### config.mk
export PLATFORM = sky130hd
export DESIGN_NAME = operand_fetch
export DESIGN_NICKNAME = d
export VERILOG_FILES = /design/src/rtl/operand_fetch.sv
export SDC_FILE = /design/constraint.sdc
export NUM_CORES = 1
export LEC_CHECK = 0
export ABC_AREA = 1
export CORE_AREA = 2 2 133 135
export CTS_BUF_LIST = sky130_fd_sc_hd__clkbuf_8 sky130_fd_sc_hd__clkbuf_16
export CTS_CLUSTER_SIZE = 10
export DETAILED_ROUTE_END_ITERATION = 16
export DIE_AREA = 0 0 135 137
export PLACE_DENSITY = 0.79
export SETUP_SLACK_MARGIN = 0.3
export SYNTH_ARGS = -nofsm -noshare
export SYNTH_HDL_FRONTEND = slang
export SYNTH_SLANG_ARGS = --single-unit
### constraint.sdc
create_clock -name clk -period 2.1 [get_ports clk]
set_clock_uncertainty 0.15 [all_clocks]
set_input_delay 0.21 -clock clk [delete_from_list [all_inputs] [get_ports clk]]
set_output_delay 0.21 -clock clk [all_outputs]
set_load 0.05 [all_outputs]
### src/rtl/operand_fetch.sv
// Operand-fetch stage: issues regfile reads, tracks in-flight destinations in a busy
// scoreboard and stalls RAW hazards. Optional stall counter under OPFETCH_STALL_CNT_EN.
module operand_fetch #(
    parameter int DATA_W = 32,
    parameter int TAG_W  = 32
) (
    input  logic              clk,
    input  logic              rst,
    input  logic              in_valid,
    output logic              in_ready,
    input  logic [4:0]        in_rs1,
    input  logic [4:0]        in_rs2,
    input  logic [4:0]        in_rd,
    input  logic              in_rd_we,
    input  logic [TAG_W-1:0]  in_tag,
    output logic [4:0]        rf_addr_a,
    output logic [4:0]        rf_addr_b,
    input  logic [DATA_W-1:0] rf_data_a,
    input  logic [DATA_W-1:0] rf_data_b,
    input  logic              wb_valid,
    input  logic [4:0]        wb_rd,
    output logic              out_valid,
    input  logic              out_ready,
    output logic [DATA_W-1:0] out_op_a,
    output logic [DATA_W-1:0] out_op_b,
    output logic [4:0]        out_rd,
    output logic              out_rd_we,
    output logic [TAG_W-1:0]  out_tag
`ifdef OPFETCH_STALL_CNT_EN
    ,
    output logic [31:0]       stall_count
`endif
);

    typedef enum logic [1:0] {
        IDLE,
        READ,
        HOLD
    } state_t;

    state_t            state;
    state_t            next_state;
    logic [31:0]       busy;
    logic [31:0]       busy_next;
    logic [31:0]       busy_set;
    logic [31:0]       busy_clr;
    logic [DATA_W-1:0] skid_a;
    logic [DATA_W-1:0] skid_b;
    logic              haz_a;
    logic              haz_b;
    logic              accept;

    assign rf_addr_a = in_rs1;
    assign rf_addr_b = in_rs2;

    // A writeback in this cycle resolves the hazard because the regfile forwards it.
    assign haz_a    = busy[in_rs1] && !(wb_valid && (wb_rd == in_rs1));
    assign haz_b    = busy[in_rs2] && !(wb_valid && (wb_rd == in_rs2));
    assign in_ready = !haz_a && !haz_b &&
                      ((state == IDLE) || ((state == READ) && out_ready));
    assign accept   = in_valid && in_ready;

    always_comb begin
        busy_clr  = wb_valid ? (32'd1 << wb_rd) : 32'd0;
        busy_set  = (accept && in_rd_we && (in_rd != 5'd0)) ? (32'd1 << in_rd) : 32'd0;
        busy_next = (busy & ~busy_clr) | busy_set;
    end

    always_comb begin
        // NOTE: every output gets a default first so no path leaves a latch behind.
        next_state = state;
        out_valid  = 1'b0;
        out_op_a   = rf_data_a;
        out_op_b   = rf_data_b;
        case (state)
            IDLE: begin
                if (accept) next_state = READ;
            end
            READ: begin
                out_valid = 1'b1;
                if (out_ready) next_state = accept ? READ : IDLE;
                else           next_state = HOLD;
            end
            HOLD: begin
                out_valid = 1'b1;
                out_op_a  = skid_a;
                out_op_b  = skid_b;
                if (out_ready) next_state = IDLE;
            end
            default: next_state = IDLE;
        endcase
    end

    always_ff @(posedge clk) begin
        // NOTE: sequential state uses non-blocking assignments so all flops update together.
        if (rst) begin
            state     <= IDLE;
            busy      <= '0;
            // NOTE: the skid pair is two plain registers, so it is cleared with the rest.
            skid_a    <= '0;
            skid_b    <= '0;
            out_rd    <= '0;
            out_rd_we <= 1'b0;
            out_tag   <= '0;
        end else begin
            state <= next_state;
            busy  <= busy_next;
            // Regfile data is only valid for one cycle, so park it when execute stalls.
            if ((state == READ) && !out_ready) begin
                skid_a <= rf_data_a;
                skid_b <= rf_data_b;
            end
            if (accept) begin
                out_rd    <= in_rd;
                out_rd_we <= in_rd_we;
                out_tag   <= in_tag;
            end
        end
    end

`ifdef OPFETCH_STALL_CNT_EN
    always_ff @(posedge clk) begin
        if (rst)                           stall_count <= '0;
        else if (in_valid && (haz_a || haz_b)) stall_count <= stall_count + 32'd1;
    end
`endif

endmodule

# After elaboration in Yosys (flattened, before gate mapping)
# Cells that the tools add are included.
# W data, S select, Z words.
# totals
regBits	136
input_bits	122
output_inout_bits	114
elab_cells	55
# classes
order_cmp	2
n_eq_ne	6
shift	2
muxes	14
bitwise	3
reduce_logical	21
# ops
op	n
$mux W32	4
$shl A1 B5 Y32 const A	2
$and A32 B32 Y32	1
$not A32 Y32	1
$or A32 B32 Y32	1
$lt A5 B6 Y1 const B	2
$logic_and A1 B1 Y1	11
$bmux W1 S5	2
$eq A5 B5 Y1	2
$mux W2	3
$pmux W2 S3	1
$logic_not A1 Y1	5
$reduce_bool A5 Y1	1
$mux W1	4
$ne A2 B2 Y1 const B	2
$eq A2 B1 Y1 const B	1
$eq A2 B2 Y1 const B	1
$logic_not A2 Y1	1
$reduce_and A2 Y1	1
$reduce_or A2 Y1	1
$logic_or A1 B1 Y1	1

# Depth between registers and ports, before layout
# Gate-level depths: netlist (run 1).
# depth
word_depth	12
mapped_depth	15
mapped_depth_nobuf	13

# Least setup slack after synthesis (run 1)
# OpenSTA, ideal clock, no wires.
# synth_timing
kind	register to output
start	reg state[0]
end	out out_op_a[15]
t_arrival_ns	2.086
required_ns	1.740
setup_slack_ns	-0.346
stages_incl_launch_ff	6
path_buffers	2
cell_sequence	dfxtp_1 inv_1 ha_1 clkbuf_1 clkbuf_1 o21ai_0
# synth_via
elab_chain_len	2
# synth_lines
element	line_no	text
start: declaration	41	state_t state;
start signal: assignment	106	state <= next_state;
$eq A2 B2 Y1	75	case (state)
$mux W32	75	
end: declaration	24	output logic [DATA_W-1:0] out_op_a,
# Every way passes these cells.

# Worst setup path in the final report (run 1)
# layout_timing
start	reg state[0]
end	reg out_tag[11]
# layout_via
elab_chain_len	5
word_cells_on_any_way	6
classes_between	1 x eq/ne; 5 x reduce/logical
# layout_lines
element	line_no	text
$eq A2 B1 Y1	60	((state == IDLE) || ((state == READ) && out_ready));
$logic_and A1 B1 Y1	60	
$logic_or A1 B1 Y1 (*)	60	
$logic_and A1 B1 Y1 (*)	59	assign in_ready = !haz_a && !haz_b &&
$logic_and A1 B1 Y1 (*)	61	assign accept = in_valid && in_ready;
end signal: assignment	116	out_tag <= in_tag;
end: declaration	28	output logic [TAG_W-1:0] out_tag
# Mark *: on every way between the ends. The rest lies on a longest branch, timed or not.
# A chain may end at the register's enable or synchronous reset.

==> summary.txt, run 1 <==
Floorplanning
  – Die W: 135 um
  – Full die area: 18500 um^2
  – Row count: 48
  – Starting Density: 39.5%
  – DIE HEIGHT: 137 um
  – Core region area: 17100 um^2
  – Top-Level Pins: 236

Timing
  – Tmin final: 2.48 ns
  – Actual slew at the worst max-slew pin: 1.12 ns
  – FMAX: 403 MHz
  – RSZ-0062 raised after global routing: yes
  – Final WS setup: -0.379 ns
  – Final Cycle Share: 118%
  – Final hold slack: 0.255 ns
  – Max Slew Vio Count: 0
  – # setup viols final: 135
  – Fin. Hold Viols: 0
  – Relative slew slack: 24.8%

Cells and area
  – Fin area: 13500 um^2
  – Final non-filler cell total: 1551
  – Layout cell share with drive strength beyond 1: 33.5%
  – Layout area overhead: 101%
  – Nets: 1434

Worst setup path
  – R2R Setup Slk: -0.38 ns
  – Critical Path Source: state[0]$_SDFFE_PP0P_
  – Critical path type: flip-flop to flip-flop
  – WP data arrival: 2.68 ns
  – R2r endpoint: out_tag[11]$_SDFFE_PP0N_
  – Critical path destination: out_tag[11]$_SDFFE_PP0N_
  – Crit path max fanout: 6
  – Crit. End Element: flip-flop
  – WP data required: 2.30 ns
  – Reg2Reg Depth: 14
  – CP Launch Type: flip-flop
  – Reg2reg start: state[0]$_SDFFE_PP0P_

Yosys
  – Most frequent cell after synthesis: o21ai_0
  – Syn nets: 1130
  – Number of synthesized flops with an enable pin: 0
  – Synth top area share: 40.4%
  – Post-synthesis average cell area: 6.70 um^2
  – Synth top cells by count: 196 x o21ai_0, 169 x nand2_1, 136 x dfxtp_1, 105 x a21oi_1, 97 x inv_1
  – Cell variety after synth: 25
  – Ys flop type: dfxtp_1
  – Synthesized cell area: 6730 um^2
  – Largest area contributor in the netlist: dfxtp_1
  – Asr flop ratio synth: 0%
  – Seq/Total Area, Yosys: 40.4%
  – Ys Warns: 0
  – Area contributors post-synth: dfxtp_1 40%, o21ai_0 15%, nand2_1 9.4%, a21oi_1 7.8%, inv_1 5.4%
  – Seq cells post-synth: 136
  – Cells after synthesis: 1005

Detailed routing
  – Met1 wire length: 14.2 mm
  – Routed via count: 10300
  – Uppermost routed layer: met4
  – Met2 routed wirelength: 19.2 mm
  – Met3 wire len: 6.44 mm
  – Antenna Nets Post-Route: 0
  – DRT Pass-1 Iters: 7
  – Drc violations: 0
  – Routed wire length per instance: 28.7 um
  – WL final: 44.6 mm
  – Initial DRC count: 1851
  – Vias per std cell: 6.65

Placement
  – Post-DP HPWL: 17.3 mm
  – Placed insts: 1438
  – Post-Place Worst Slack: -0.450 ns
  – Placed Area: 10400 um^2
  – Port Buf Inserts: 235
  – Placer Congestion: 0.966

Power
  – Sequential Power Share: 20.9%
  – Max VDD drop: 0.000914 V
  – Clock power share: 20.5%
  – PD cells: 1100 nW/um^2
  – Sw frac: 43.0%
  – Gate power share: 58.6%
  – Internal power: 8.50 mW
  – Net switching power figure: 6.42 mW
  – Leak Pwr: 6.01 nW

Global routing
  – GRT Total Usage: 37.0%
  – Initial antenna violation count: 4
  – Vias in the first global route: 9419
  – Total gr overflow: 0
  – Largest net degree at the start of global routing: 102
  – First-pass GRT wire length: 52.8 mm

CTS
  – CTS Buf Count: 17
  – Post-CTS Hold Buffers: 0
  – Clock Tree Buf Depth: 2
  – CTS Sinks: 136
  – Clock root buffer: clkbuf_16
  – Worst skew pair latency: 0.45 ns
  – Register clock-pin slew on the reported worst setup and hold paths: 0.07 ns
  – TritonCTS clock tree: done
  – H-Tree Level Count: 4

Run
  – # Max-Cap Violations: 0

Worst hold path
  – Hold Path Class: input pin to flip-flop

Outcome
  – Run status: complete, but fails checks
  – Failing checks: setup timing
==> critical path, stage by stage, from the launching register on <==
cell	delay (ns)
dfxtp_2	0.37
buf_4	0.14
ha_2	0.20
inv_2	0.08
o21ai_2	0.14
buf_4	0.16
nand3_4	0.08
buf_6	0.13
nor2_8	0.17
buf_6	0.13
buf_6	0.08
buf_6	0.12
buf_16	0.14
nor2_4	0.04
nor2_2	0.24
==> sequential cells by signal (all words and copies together) (netlist names) <==
| signal | cells |
|---|---|
| skid_a | 32 |
| out_rd_we | 1 |
| out_rd | 5 |
| skid_b | 32 |
| state | 2 |
| busy | 32 |
| out_tag | 32 |
==> cell families (layout without fill, tap and decap cells) <==
group / after synthesis / after routing / synth area share (%)
other cells: 0 / 4 / 0
fa+ha+maj: 3 / 3 / 0.557
buf+inv: 185 / 502 / 11.9
flops: 136 / 136 / 40.4
simple gates: 366 / 366 / 23.6
compound gates: 315 / 315 / 23.6
==> power groups by stage <==
stage          Clock [mW]  Sequential [mW]  Combinational [mW]
2_1_floorplan           0             3.35                2.62
4_1_cts              2.92             2.98                7.51
3_3_place_gp            0             3.00                5.44
5_1_grt              3.11             3.11                8.84
6_report             3.06             3.11                8.74
3_5_place_dp            0             3.01                5.50
==> through the flow <==
step | total power [mW] | setup TNS, ns | util (%)
final | 14.9 | -24.29 | 79.3
after global routing | 15.1 | -27.08 | 79.3
after CTS | 13.4 | -3.97 | 74.7
after global placement | 8.44 | -26.65 | 60.8
after detailed placement | 8.51 | -28.84 | 60.8
after floorplan | 5.97 | 0 | -
==> per-layer routing <==
layer / track usage [%] / vias to the layer above
li1: - / 3959
met1: 40.0 / 4703
met2: 63.0 / 1200
met3: 11.5 / 453
met4: 23.7 / 0
met5: 0 / -
==> what timing repair did <==
item                       4_1_cts  5_1_grt
setup buffers                   30       16
pin swaps                       72       79
gates cloned                    26        5
resized for setup              245      136
setup endpoints to repair      174      198
==> worst min-delay path by stage <==
stage / start / to / cells past startpoint
after detailed placement: out_rd[4]$_SDFFE_PP0N_ / out_rd[4]$_SDFFE_PP0N_ / 2
after CTS: rf_data_b[2] / skid_b[2]$_SDFFE_PP0P_ / 3
final: in_tag[28] / out_tag[28]$_SDFFE_PP0N_ / 3
after floorplan: in_tag[22] / out_tag[22]$_SDFFE_PP0N_ / 2
after global routing: in_tag[19] / out_tag[19]$_SDFFE_PP0N_ / 3
after global placement: out_rd_we$_SDFFE_PP0N_ / out_rd_we$_SDFFE_PP0N_ / 2
==> final cells by class <==
cell class,count,area (um^2)
fill,771,3530
timing repair buffer,367,5030
clock buffer,19,453
clock inverter,13,121
inverter,103,402
tap,225,282
antenna,4,10.0
sequential,136,2740
multi-input combinational,684,4490
==> layout by cell type, fill, tap and decap left out, types with 5 or more instances in the layout <==
cell / instances
nor2_1: 55
a21oi_2: 7
dfxtp_1: 123
a21oi_1: 98
o21ai_4: 63
nand4_1: 35
dfxtp_2: 13
nor3_1: 11
nor2_2: 30
nor2_4: 8
buf_4: 57
nand2_4: 36
dlygate4sd2_1: 43
o21ai_2: 5
nand2_1: 114
inv_1: 91
buf_12: 90
inv_4: 6
clkdlybuf4s50_1: 116
buf_16: 29
buf_6: 22
nand3_2: 5
o22ai_1: 6
o21ai_1: 14
clkinvlp_4: 5
nand2_2: 18
nand3_1: 49
o21ai_0: 121
clkbuf_16: 22
Note: power is estimated with default switching activity, not from simulation.
==> run 2: changes to the inputs <==
- clock period: 2.1 -> 2.9 ns (I/O delays scaled with it)
==> run 2 against run 1 <==
Effect of this change:
- the flow now finishes without violations
- via count down 28%
- die area unchanged
- combinational power down 66%
- clock-buffer cell count down 2
- clock power down 34%
- first-iteration DRC count down 71%
- final area down 28%
- largest power group unchanged
- core utilization down 22 points
- global-route usage down 13 points
- sequential power down 31%
- final cell count down 7.0%
==> summary.txt, run 2 (synthesis results as in run 1) <==
Timing
  – RSZ-0062 raised after global routing: yes
  – Fin Setup TNS: 0 ns (+24.29 ns)
  – Tmin final: 2.52 ns
  – Final Cycle Share: 86.8%
  – FMAX: 397 MHz
  – Fin. Hold Viols: 0 (unchanged)
  – Max Slew Vio Count: 0 (unchanged)
  – Final WS setup: 0.381 ns (+0.760 ns)
  – # setup viols final: 0 (-100%)
  – Actual slew at the worst max-slew pin: 0.586 ns (-0.538 ns)
  – Relative slew slack: 60.8% (+36 points)

Placement
  – Placer Congestion: 0.967 (+0.12%)
  – Post-DP HPWL: 16.2 mm (-6.5%)
  – Placed insts: 1410 (-1.9%)
  – Port Buf Inserts: 235 (unchanged)
  – Post-Place Worst Slack: 0.222 ns (+0.672 ns)

Worst setup path
  – WP data required: 2.46 ns (+0.16 ns)
  – Crit. End Element: output pin
  – WP data arrival: 2.08 ns (-0.60 ns)
  – Critical path type: flip-flop to output pin
  – Crit path max fanout: 15 (+9)
  – CP Launch Type: flip-flop

Detailed routing
  – Initial DRC count: 544 (-71%)
  – Antenna Nets Post-Route: 0 (unchanged)
  – WL final: 22.2 mm (-50%)
  – DRT Pass-1 Iters: 5 (-2)
  – Routed via count: 7451 (-28%)
  – Drc violations: 0 (unchanged)
  – Vias per std cell: 5.16 (-22%)
  – Routed wire length per instance: 15.4 um (-46%)

CTS
  – Clock Tree Buf Depth: 2 (unchanged)
  – H-Tree Level Count: 4 (unchanged)
  – TritonCTS clock tree: done
  – Clock root buffer: clkbuf_16
  – CTS Sinks: 136 (unchanged)
  – CTS Buf Count: 17 (unchanged)
  – Worst skew pair latency: 0.42 ns (-0.03 ns)
  – Register clock-pin slew on the reported worst setup and hold paths: 0.06 ns (about the same)
  – Post-CTS Hold Buffers: 0 (unchanged)

Cells and area
  – Nets: 1330 (-7.3%)
  – Layout area overhead: 44.4%
  – Final Util: 57.0% (-22 points)
  – Layout cell share with drive strength beyond 1: 10.8% (-23 points)
  – Final non-filler cell total: 1443 (-7.0%)
  – Commonest cells after routing, fill and taps aside: 196 x o21ai_0, 170 x clkdlybuf4s50_1, 169 x nand2_1, 136 x dfxtp_1, 105 x a21oi_1
  – Most common cell after layout, fill and taps aside: o21ai_0
  – Diode count: 0 (-4)

Run
  – # Max-Cap Violations: 0 (unchanged)

Power
  – Leak Pwr: 3.91 nW (-35%)
  – PD cells: 735 nW/um^2 (-33%)
  – Max VDD drop: 0.000577 V (-37%)

Floorplanning
  – Core region area: 17100 um^2 (unchanged)
  – DIE HEIGHT: 137 um (unchanged)
  – Row count: 48 (unchanged)
  – Die W: 135 um (unchanged)
  – Full die area: 18500 um^2 (unchanged)
  – Top-Level Pins: 236 (unchanged)
  – Starting Density: 39.5% (unchanged)

Global routing
  – Largest net degree at the start of global routing: 77 (-25%)
  – Initial antenna violation count: 0 (-4)
  – Total gr overflow: 0 (unchanged)
  – Vias in the first global route: 6981 (-26%)
  – First-pass GRT wire length: 35.2 mm (-33%)
  – GRT Total Usage: 24.0% (-13 points)

Outcome
  – Run status: completed

Worst hold path
  – Hold Path Class: input pin to flip-flop
-- run 2: cell count changes in the layout (fill, tap and decap cells not counted), moves of 37 or more --
cell,change
buf_12,-82
o21ai_4,-63
o21ai_0,+75
nand2_1,+55
nor2_1,+37
clkdlybuf4s50_1,+54
-- run 2: area by class of cell --
type                       instances  area (um^2)
sequential                       136         2720
clock inverter                    15          129
inverter                         103          389
fill                            1623         7330
multi-input combinational        684         3240
tap                              225          282
timing repair buffer             263         2540
clock buffer                      17          425
-- run 2: what timing repair did --
action / CTS / global route
pin swaps: 0 / 0
resized for setup: 110 / 43
hold endpoints to repair: 0 / 0
endpoints found under the setup margin: 43 / 26
setup buffers: 0 / 1
-- run 2: worst max-delay path, cell delays in order (launching register included) --
cell,delay [ns]
dfxtp_1,0.37
inv_1,0.10
ha_4,0.25
buf_4,0.21
o21ai_0,0.17
dlygate4sd2_1,0.55
-- run 2: worst paths after layout --
check                    startpoint                       to  slack [ns]  depth (start not counted)
max           state[0]$_SDFFE_PP0P_             out_op_b[20]        0.38                          5
min                   rf_data_a[18]  skid_a[18]$_SDFFE_PP0P_        0.28                          3
max reg2reg   state[1]$_SDFFE_PP0P_      busy[20]$_SDFF_PP0_        0.73                          9
min reg2reg  out_rd[4]$_SDFFE_PP0N_   out_rd[4]$_SDFFE_PP0N_        0.32                          2
-- run 2: per-stage QoR --
step                      total power, mW  hold slack [ns]  cell area (um^2)
after floorplan                      4.14            0.283              6730
after global placement               5.22            0.310              9220
after detailed placement             5.24            0.311              9220
after CTS                            7.21            0.262              9790
after global routing                 7.48            0.269              9730
final                                7.15            0.278              9730
-- run 2: power by group --
part,switching (mW),internal [mW]
Combinational,2.08,0.906
Clock,0.847,1.18
Sequential,0.0909,2.05
-- run 2: routing by layer --
metal	track usage, %	share of wire [%]
met5	0	0
met4	11.1	3.3
met3	8.78	9.2
met2	40.4	49
met1	27.3	38
==> run 3: changes to the inputs <==
- CELL_PAD_IN_SITES_DETAIL_PLACEMENT: unset -> 2
- CELL_PAD_IN_SITES_GLOBAL_PLACEMENT: unset -> 2
- CORE_AREA: 2 2 133 135 -> 2 2 168 170
- DIE_AREA: 0 0 135 137 -> 0 0 170 172
- HOLD_SLACK_MARGIN: unset -> 0.05
- PLACE_DENSITY: 0.79 -> 0.9
==> run 3 against run 2 <==
Effect of this change:
- final area up 2.5%
- core utilization shrank 21 points
- fmax is 0.19% lower
- clock-buffer cell count is 4 higher
- sequential power about the same
- register-to-register slack better by 0.03 ns
- hold slack worse by 0.00054 ns
==> summary.txt, run 3 (synthesis results as in run 1) <==
CTS
  – H-Tree Level Count: 4 (unchanged)
  – Clock root buffer: clkbuf_16
  – Clock Tree Buf Depth: 2 (unchanged)
  – CTS Buf Count: 17 (unchanged)
  – Register clock-pin slew on the reported worst setup and hold paths: 0.06 ns (about the same)
  – Post-CTS Hold Buffers: 0 (unchanged)
  – CTS Sinks: 136 (unchanged)
  – Worst skew pair latency: 0.42 ns (about the same)
  – TritonCTS clock tree: done

Worst setup path
  – Crit. End Element: output pin
  – WP data arrival: 2.08 ns (about the same)
  – Critical path type: flip-flop to output pin
  – Crit path max fanout: 12 (-3)
  – WP data required: 2.46 ns (about the same)
  – CP Launch Type: flip-flop

Timing
  – Actual slew at the worst max-slew pin: 0.667 ns (+0.0807 ns)
  – Fin. Hold Viols: 0 (unchanged)
  – Final Cycle Share: 87.0% (+0.17 points)
  – Final WS setup: 0.377 ns (-0.00486 ns)
  – Relative slew slack: 55.5% (-5.3 points)
  – Tmin final: 2.52 ns (+0.00486 ns)
  – RSZ-0062 raised after global routing: yes
  – Fin Setup TNS: 0 ns (unchanged)
  – # setup viols final: 0 (unchanged)
  – Max Slew Vio Count: 0 (unchanged)
  – FMAX: 396 MHz (-0.19%)

Detailed routing
  – Initial DRC count: 270 (-50%)
  – Drc violations: 0 (unchanged)
  – Antenna Nets Post-Route: 0 (unchanged)
  – Vias per std cell: 4.95 (-4.1%)
  – Routed wire length per instance: 18.4 um (+20%)
  – WL final: 28.9 mm (+30%)
  – DRT Pass-1 Iters: 4 (-1)
  – Routed via count: 7755 (+4.1%)

Floorplanning
  – Top-Level Pins: 236 (unchanged)
  – DIE HEIGHT: 172 um (+26%)
  – Die W: 170 um (+26%)
  – Row count: 61 (+27%)
  – Starting Density: 24.5% (-15 points)
  – Full die area: 29200 um^2 (+58%)
  – Core region area: 27500 um^2 (+61%)

Cells and area
  – Most common cell after layout, fill and taps aside: o21ai_0
  – Nets: 1333 (+0.23%)
  – Layout cell share with drive strength beyond 1: 10.9% (+0.16 points)
  – Layout area overhead: 48.0%
  – Commonest cells after routing, fill and taps aside: 196 x o21ai_0, 169 x nand2_1, 165 x clkdlybuf4s50_1, 136 x dfxtp_1, 105 x a21oi_1

Global routing
  – Total gr overflow: 0 (unchanged)
  – Initial antenna violation count: 2 (+2)
  – Vias in the first global route: 8387 (+20%)
  – Largest net degree at the start of global routing: 130 (+69%)
  – First-pass GRT wire length: 45.1 mm (+28%)
  – GRT Total Usage: 19.6% (-4.5 points)

Placement
  – Post-DP HPWL: 21.0 mm (+30%)
  – Placer Congestion: 0.858 (-11%)
  – Post-Place Worst Slack: 0.0435 ns (-0.179 ns)
  – Port Buf Inserts: 235 (unchanged)

Power
  – Leak Pwr: 3.98 nW (+1.8%)
  – PD cells: 732 nW/um^2 (-0.47%)
  – Max VDD drop: 0.000472 V (-18%)

Run
  – # Max-Cap Violations: 0 (unchanged)

Worst hold path
  – Hold Path Class: input pin to flip-flop

Outcome
  – Run status: completed
## run 3: timing repair
action | in CTS | in global routing
cloned | 0 | 1
hold endpoints to repair | 0 | 0
endpoints found under the setup margin | 47 | 21
setup buffers | 0 | 1
gates resized for setup | 149 | 33
## run 3: power by group
part / internal [mW] / total [mW] / switching, mW
clock: 1.24 / 2.04 / 0.802
combinational: 0.941 / 3.10 / 2.16
sequential: 2.05 / 2.15 / 0.102
total: 4.23 / 7.29 / 3.06
## run 3: cell type report
class	count	area [um^2]
clock inverter	9	62.6
timing repair buffer	266	2640
inverter	103	394
antenna	1	2.50
multi-input combinational	684	3230
sequential	136	2720
fill	3233	17500
clock buffer	21	480
tap	346	433
## run 3: final timing paths
check / end / from / slack [ns] / cells past startpoint
worst max-delay path: out_op_a[28] / state[0]$_SDFFE_PP0P_ / 0.38 / 5
worst min-delay path: skid_a[19]$_SDFFE_PP0P_ / rf_data_a[19] / 0.28 / 3
worst max register to register: out_tag[5]$_SDFFE_PP0N_ / busy[25]$_SDFF_PP0_ / 0.76 / 13
worst min register to register: out_rd[4]$_SDFFE_PP0N_ / out_rd[4]$_SDFFE_PP0N_ / 0.32 / 2
## run 3: metrics by stage
stage          cell area, um^2  cells  total power [mW]  hold WS [ns]  utilization, %
2_1_floorplan             6730   1005              4.14         0.283               -
4_1_cts                   9980   1563              7.37         0.264            36.3
6_report                  9970   1566              7.29         0.278            36.3
5_1_grt                   9970   1566              7.64         0.294            36.3
3_3_place_gp              9410   1533              5.29         0.306            34.2
3_5_place_dp              9410   1533              5.36         0.315            34.2
## run 3: worst max-delay path: stages, from the launching register on
cell and delay, ns:
dfxtp_1 0.37, inv_1 0.10, ha_4 0.24, buf_4 0.20
o21ai_0 0.18, dlygate4sd2_1 0.56
## run 3: per-layer routing
metal | wire [um] | up-vias | track usage (%) | share of wire (%)
met1 | 11700 | 3756 | 21.9 | 40
li1 | - | 3729 | - | -
met5 | 13 | - | 0 | 0.045
met2 | 14100 | 227 | 34.4 | 49
met4 | 771 | 2 | 7.32 | 2.7
met3 | 2320 | 41 | 6.71 | 8.0
